## config.mk

```make
export PLATFORM = sky130hd
export DESIGN_NAME = single_port_rom
export DESIGN_NICKNAME = d
export VERILOG_FILES = /design/src/rtl/single_port_rom_pkg.sv /design/src/rtl/single_port_rom_table.sv /design/src/rtl/single_port_rom.sv
export SDC_FILE = /design/constraint.sdc
export NUM_CORES = 1
export LEC_CHECK = 0
export ABC_AREA = 1
export ABC_CLOCK_PERIOD_IN_PS = 800
export CORE_MARGIN = 5
export CORE_UTILIZATION = 45
export CTS_BUF_LIST = sky130_fd_sc_hd__clkbuf_4
export DETAILED_ROUTE_END_ITERATION = 8
export HOLD_SLACK_MARGIN = 0.05
export PLACE_DENSITY = 0.74
export SETUP_SLACK_MARGIN = 0.02
export SYNTH_ARGS = -nofsm -noshare
export SYNTH_HDL_FRONTEND = slang
export SYNTH_SLANG_ARGS = --single-unit
```

## constraint.sdc

```tcl
create_clock -name clk -period 0.8 [get_ports clk]
set_input_delay 0.12 -clock clk [delete_from_list [all_inputs] [get_ports clk]]
set_output_delay 0.12 -clock clk [all_outputs]
set_load 0.03 [all_outputs]
```

## src/rtl/single_port_rom_pkg.sv

```systemverilog
// Shared constants and the reference formula for the 64x8 lookup ROM.
package single_port_rom_pkg;

    localparam int ADDR_W = 6;
    localparam int DATA_W = 8;
    localparam int DEPTH  = 64;

    // Table entry: (addr*addr + 0x11) mod 256, squared in 12 bits before truncation
    function automatic logic [DATA_W-1:0] rom_value(input logic [ADDR_W-1:0] addr);
        logic [11:0] wide;
        wide = ({6'b0, addr} * {6'b0, addr}) + 12'h011;
        return wide[DATA_W-1:0];
    endfunction

endpackage

```

## src/rtl/single_port_rom_table.sv

```systemverilog
// Combinational 64-entry lookup; entries are (i*i + 0x11) mod 256.
module single_port_rom_table
    import single_port_rom_pkg::*;
(
    input  logic [ADDR_W-1:0] a,
    output logic [DATA_W-1:0] word
);

    // Explicit case table so synthesis maps it straight to LUTs/ROM
    always_comb begin
        case (a)
            6'd0:  word = 8'h11;  6'd1:  word = 8'h12;
            6'd2:  word = 8'h15;  6'd3:  word = 8'h1A;
            6'd4:  word = 8'h21;  6'd5:  word = 8'h2A;
            6'd6:  word = 8'h35;  6'd7:  word = 8'h42;
            6'd8:  word = 8'h51;  6'd9:  word = 8'h62;
            6'd10: word = 8'h75;  6'd11: word = 8'h8A;
            6'd12: word = 8'hA1;  6'd13: word = 8'hBA;
            6'd14: word = 8'hD5;  6'd15: word = 8'hF2;
            6'd16: word = 8'h11;  6'd17: word = 8'h32;
            6'd18: word = 8'h55;  6'd19: word = 8'h7A;
            6'd20: word = 8'hA1;  6'd21: word = 8'hCA;
            6'd22: word = 8'hF5;  6'd23: word = 8'h22;
            6'd24: word = 8'h51;  6'd25: word = 8'h82;
            6'd26: word = 8'hB5;  6'd27: word = 8'hEA;
            6'd28: word = 8'h21;  6'd29: word = 8'h5A;
            6'd30: word = 8'h95;  6'd31: word = 8'hD2;
            6'd32: word = 8'h11;  6'd33: word = 8'h52;
            6'd34: word = 8'h95;  6'd35: word = 8'hDA;
            6'd36: word = 8'h21;  6'd37: word = 8'h6A;
            6'd38: word = 8'hB5;  6'd39: word = 8'h02;
            6'd40: word = 8'h51;  6'd41: word = 8'hA2;
            6'd42: word = 8'hF5;  6'd43: word = 8'h4A;
            6'd44: word = 8'hA1;  6'd45: word = 8'hFA;
            6'd46: word = 8'h55;  6'd47: word = 8'hB2;
            6'd48: word = 8'h11;  6'd49: word = 8'h72;
            6'd50: word = 8'hD5;  6'd51: word = 8'h3A;
            6'd52: word = 8'hA1;  6'd53: word = 8'h0A;
            6'd54: word = 8'h75;  6'd55: word = 8'hE2;
            6'd56: word = 8'h51;  6'd57: word = 8'hC2;
            6'd58: word = 8'h35;  6'd59: word = 8'hAA;
            6'd60: word = 8'h21;  6'd61: word = 8'h9A;
            6'd62: word = 8'h15;  6'd63: word = 8'h92;
            // Only reachable with X/Z on the address; propagate unknown
            default: word = 'x;
        endcase
    end

endmodule

```

## src/rtl/single_port_rom.sv

```systemverilog
// 64x8 synchronous ROM: combinational table followed by a registered output.
module single_port_rom
    import single_port_rom_pkg::*;
(
    input  logic              clk,
    input  logic              rst_n,
    input  logic [ADDR_W-1:0] a,
    output logic [DATA_W-1:0] d
);

    logic [DATA_W-1:0] word;
    logic [DATA_W-1:0] d_d;
    logic [DATA_W-1:0] d_q;

    single_port_rom_table u_table (
        .a    (a),
        .word (word)
    );

    // Read every cycle; no enable
    always_comb begin
        d_d = word;
    end

    // Output register, cleared asynchronously so reset discards any in-flight read
    always_ff @(posedge clk or negedge rst_n) begin
        if (!rst_n) d_q <= '0;
        else        d_q <= d_d;
    end

    assign d = d_q;

endmodule

```

# Word level (Yosys, flattened, before mapping)
# Memories as Yosys holds them, arrays and structs flattened. A register that Yosys moved wholly into a read port is not among the register bits.
# Cells that the tools add are included.
[totals] regBits=0 romBits=512 inputBits=8 out_inout_bits=8 word_cells=2 memories=1
[classes] n_reduce_logical=1
[mem_list] name="(name not given)" words=64 word_bits=8 rd=1 rd_clocked_by_memory_dff=1 write_ports=0 line_no="single_port_rom_table.sv:11" text="case (a)"
[op_table] op="$logic_not A1 Y1" count=1

# Depth between registers and ports, before layout
[depth] depth_word=1 mapped_depth=11 mapped_depth_nobuf=11

# By module
# From an unflattened synthesis, not the netlist that was laid out.
[hier_totals] cells_unflattened=95 area_unflattened_um2=658.1
[modules_own_cells] module="single_port_rom_table" n_inst=1 cells_each=87 area_per_inst_um2=457.9 seq_area_each_um2=0.0
[modules_own_cells] module="single_port_rom" n_inst=1 cells_each=8 area_per_inst_um2=200.2 seq_area_each_um2=200.2

# Least setup slack after synthesis
# OpenSTA, ideal clock, no wires.
[synth_timing] path_kind="input-to-reg" startpoint="input port a[0]" endpoint="register d_q[6], in the netlist d[6]" setup_time_ps=116 arrival_time_ps=932 required_time_ps=684 setup_slack_ps=-249 path_stages=10 n_path_buf=0 cell_sequence="inv_1 ha_1 inv_1 nand2_1 nand3_1 nand2_1 nand2_1 nand2_1 nand2_1 nand2_1"
[synth_rtl] element="start, declared" line_no="single_port_rom.sv:7" text="input logic [ADDR_W-1:0] a,"
[synth_rtl] element="end, declared" line_no="single_port_rom.sv:13" text="logic [DATA_W-1:0] d_q;"

==> run metrics <==
minimum clock period 899 ps; Fin Setup TNS -854 ps; hold_ws 117 ps; worst relative slew slack 0.773; max FFs per register 8; required time of the critical path 940 ps; vias per inst 5.04; failing checks negative setup slack; crit share post-route 1.12; Reg clk slew, reported paths 50 ps; fin worst setup slack -99.1 ps; synthesized area 663 um2; # DRC 0; layout cells sized above 1 0.388; PnR Total Power 1.26 mW; port bufs 15; GPL Wtd Cong 0.955; first-pass GRT wire length 2810 um; Pleak 0.500 nW; post-CTS setup buffer count 0; count of pins over their slew limit 0; status finished, violations left; Mapped Nets 107; Crit Path Class primary input to flip-flop; Final Non-Filler Cells 131; fmax 1110 MHz; initial drt markers 18; Area Overhead vs Synth 46.4%; fin area 971 um2; Routed Antenna Nets 0; Total Routing Usage GR 0.152; hold buffers post-CTS 0; CTS tree done; clk sink count 8; root buffer cell clkbuf_4; core area 1350 um2; vias in the first global route 643; largest fanout on the critical path 5; power per cell area 1300 nW/um2; storage element area 200 um2; die width 48.4 um; CTS buffer count 3; die area 2340 um2; Top-Level Pins 16; worst slew pin tran 339 ps; nets 134; Multi-input gate area 417 um2; number of core rows 13; clock buffer depth 2; library cells used by synthesis 19; GRT overflow 0; antenna cells 0; Finished Core Util 0.719; Syn. warnings 0; die span in y 48.4 um; Max Cap Viol 0; largest net degree at the start of global routing 12; vias after detailed routing 660; final setup fails 11; Synth area leader dfrtp_1; Initial Util 0.491; routed wire length 1600 um; Post-DP HPWL 1210 um; Setup crit start kind primary input; Gate Count Post-Synth 91; dpl cells 128; CTS H-tree depth 1; flops & latches, synth 8; sequential area share after synthesis 0.302; DP Area 876 um2; Synth top area share 0.302; Critical Path End Type flip-flop; Avg WL per Cell 12.2 um; syn avg cell area 7.29 um2; RSZ-0062 raised after global routing true; # fillers 103; pre-CTS setup slack -854 ps; initial antenna violation count 0; Synth area leaders dfrtp_1 (30%), nand2_1 (16%), ha_1 (15%); crit path DAT 1040 ps; First-pass DRT Iterations 6; Worst VDD drop 587 uV; Final Hold Viols 0; Worst Hold Class primary input to flip-flop
[power by group]
part / switching (mW) / internal (mW) / total, mW
combinational: 0.277 / 0.223 / 0.501
sequential: 0.0148 / 0.439 / 0.454
clock: 0.134 / 0.171 / 0.305
total: 0.426 / 0.834 / 1.26
[critical path: stages]
cell and delay [ps]:
buf_8 80, clkinvlp_4 120, ha_4 280, inv_2 70, nand2_4 60, nand3_2 60
nand2_1 60, nand2_1 60, nand2_1 50, nand2_1 50, nand2_1 50
[kinds of logic after synthesis]
logic type,Yosys count,share of synthesized area
flops,8,0.302
simple gates,50,0.321
buf+inv,15,0.134
compound gates,10,0.0925
fa+ha+maj,8,0.151
[worst paths after layout]
check / start / to / cells past startpoint
worst max-delay path: a[0] / d[6] / 11
worst min-delay path: a[0] / d[0] / 2
max in group asynchronous: rst_n / d[7] / 1
min in group asynchronous: rst_n / d[1] / 1
[area by class of cell]
type                    count  area share
multi-input cells          68       0.429
repair buffers             27       0.268
flip-flops and latches      8       0.206
inverters                  10      0.0541
clock buffers               3      0.0232
well taps                  15      0.0193
[cell usage after synthesis, drive strengths merged]
master  number
nand2       31
nand3       12
inv          9
dfrtp        8
ha           8
nor2         7
o21ai        5
buf          4
a21oi        2
o211ai       2
a31oi        1
clkbuf       1
clkinv       1
[timing repair]
action	4_1_cts	5_1_grt
pin swaps	7	0
endpoints found under the setup margin	14	13
endpoints found under the hold margin	0	0
resized for setup	35	1
[layout by cell type, fill, tap and decap left out]
cell type and n:
ha_2 1, o21ai_0 2, buf_4 11, o211ai_2 1, clkdlybuf4s15_2 1, nand2_1 26, dfrtp_1 8, buf_8 1
nor2_2 2, a21oi_1 2, nand2_2 3, o211ai_1 1, dlygate4sd2_1 1, ha_1 6, clkbuf_4 3, nand2_4 2
nor2_1 5, inv_1 3, ha_4 1, a31oi_1 1, inv_2 2, o21ai_1 3, nand3_1 10, inv_4 3
clkinvlp_4 2, nand3_2 2, clkdlybuf4s50_1 3, buf_6 10
[per-layer routing]
layer	GRT usage	vias up	wire [um]
li1	-	336	-
met1	0.170	294	642
met2	0.243	26	804
met3	0.0459	4	104
met4	0.106	0	45
met5	0	-	0
Note: power is estimated with default switching activity, not from simulation.
==> RTL change (same settings) <==
The package constant `DATA_W` goes from 8 to 12.
--- a/src/rtl/single_port_rom_pkg.sv
+++ b/src/rtl/single_port_rom_pkg.sv
@@ -3,5 +3,5 @@
 
     localparam int ADDR_W = 6;
-    localparam int DATA_W = 8;
+    localparam int DATA_W = 12;
     localparam int DEPTH  = 64;
 
Ports: changed (resized d); port bits go from 16 to 20. The function was not compared with the original's and may differ.
==> RTL change against the unedited design <==
The flow still finishes with violations (negative setup slack). Final cell count up 14%. Setup slack got worse by 15 ps. Combinational power grew 9.4%. Final area rose by 8.2%. Synthesized area rose by 2.8%. Sequential cell count is the same. Wire length shrank 0.94%. Total power grew 2.8%. Highest routed layer unchanged.
==> RTL change: results (changes against the unedited design) <==
DR pass1 iterations 4 (-2); Arr. time, crit path between 1000 and 1500 ps; Syn Inst Count 99 (+8.8%); Async SR Flop Fraction 100% (unchanged); net switching power 0.000440 W (+3.2%); drt via density 4.85 (-3.7%); 1st-iter DRT viols 15 (-3); Leakage 0.562 nW (+12%); IO Port Bufs 15 (unchanged); GPL Wtd Cong 0.906 (-5.1%); Avg WL per Cell 10.6 um (-13%); hpwl dp 1250 um (+3.9%); final cell count without fillers 149 (+14%); failing checks negative setup slack; worst-path fanout max 5 (unchanged); initial antenna violation count 0 (unchanged); CTS Buf Count 3 (unchanged); top-count cell post-synth nand2_1; top area cells in the synthesized netlist dfrtp_1 29%, nand2_1 18%, ha_1 15%; largest net degree at the start of global routing 9 (-3); H-Tree Depth 1 (unchanged); peak supply drop 0.520 mV (-11%); post-synthesis sequential area ratio 29.4% (-0.83 points); share of layout cells above drive strength 1 37.6% (-1.2 points); Setup WS post-layout -114 ps (-14.7 ps); Synth top cells by count 33 x nand2_1, 9 x inv_1; synth unique cells 18 (-1); vias in the first global route 674 (+4.8%); first-pass GRT wire length 2790 um (-0.75%); total of warnings raised by yosys 0 (unchanged); Ant. Diodes 0 (unchanged); status complete, but fails checks; Final TNS setup -870 ps (-15.6 ps); GRT Overall Usage 14.6% (-0.66 points); Tightest Hold Check Type input pin to async pin; max reg flops 8 (unchanged); worst slack, placed -866 ps (-12.2 ps); final setup vio count 11 (unchanged); Reg clk slew, reported paths 50 ps (about the same); Max Root-Sink Buffers 2 (unchanged); root buffer cell clkbuf_4
RTL change: cell count changes after synthesis, moves of 2 or more:
cell	delta
o21ai_1	-2
inv_1	+2
buf_4	+4
nand3_1	-3
nand2_1	+4
buf_6	-2
o21ai_0	+2
a21oi_1	+3
RTL change: final cells by class:
type | count | area (um2)
clock buffers | 3 | 22.5
fillers | 123 | 420
inverters | 11 | 56.3
multi-input cells | 76 | 429
flip-flops and latches | 8 | 200
well taps | 16 | 20.0
repair buffers | 35 | 323
RTL change: metrics by stage:
step                      cell area [um2]  hold WS (ps)
after floorplan                       713          -176
after global placement                950           401
after detailed placement              950           410
after CTS                            1030           130
after global routing                 1050           133
final                                1050           132
RTL change: per-layer routing:
metal / vias up / routed length, um / track usage [%]
li1: 370 / - / -
met1: 317 / 603 / 16.7
met2: 30 / 795 / 24.6
met3: 6 / 137 / 3.36
met4: 0 / 46 / 8.07
met5: - / 0 / 0
RTL change: worst max-delay path: stages:
cell and delay (ps):
buf_8 70, clkinvlp_4 120, ha_4 310, nand2_2 70, nand3_1 70, nand2_1 60
nand2_1 50, nand2_1 60, nand2_1 60, nand2_1 40
RTL change: worst max path at each step:
stage,from,end,slack (ps),cells after the start
after floorplan,a[0],d[7],-230,9
after global placement,a[0],d[7],-850,10
after detailed placement,a[1],d[7],-870,10
after CTS,a[0],d[7],-120,10
final,a[0],d[6],-110,10
after global routing,a[0],d[7],-170,10
RTL change: repair_timing:
| item | CTS | global route |
|---|---|---|
| gates resized for setup | 30 | 8 |
| pin swaps | 4 | 7 |
| hold endpoints to repair | 0 | 0 |
| setup buffers | 1 | 0 |
| endpoints found under the setup margin | 15 | 13 |
| hold buffers | 0 | 0 |
RTL change: logic make-up after synthesis:
logic type,count (synthesis),share of synthesized area (%)
buffers and inverters,18,15.0
DFF,8,29.4
AOI/OAI and AO/OA,11,8.26
and+or+nand+nor,53,32.1
adders and majority gates,8,14.7
other,1,0.550
RTL change: power by group through the flow:
stage | Combinational [W] | Clock (W) | Sequential, W
floorplan | 0.000223 | 0 | 0.000525
global placement | 0.000485 | 0 | 0.000453
detailed placement | 0.000490 | 0 | 0.000454
CTS | 0.000528 | 0.000301 | 0.000454
global route | 0.000601 | 0.000332 | 0.000459
finish | 0.000548 | 0.000293 | 0.000455
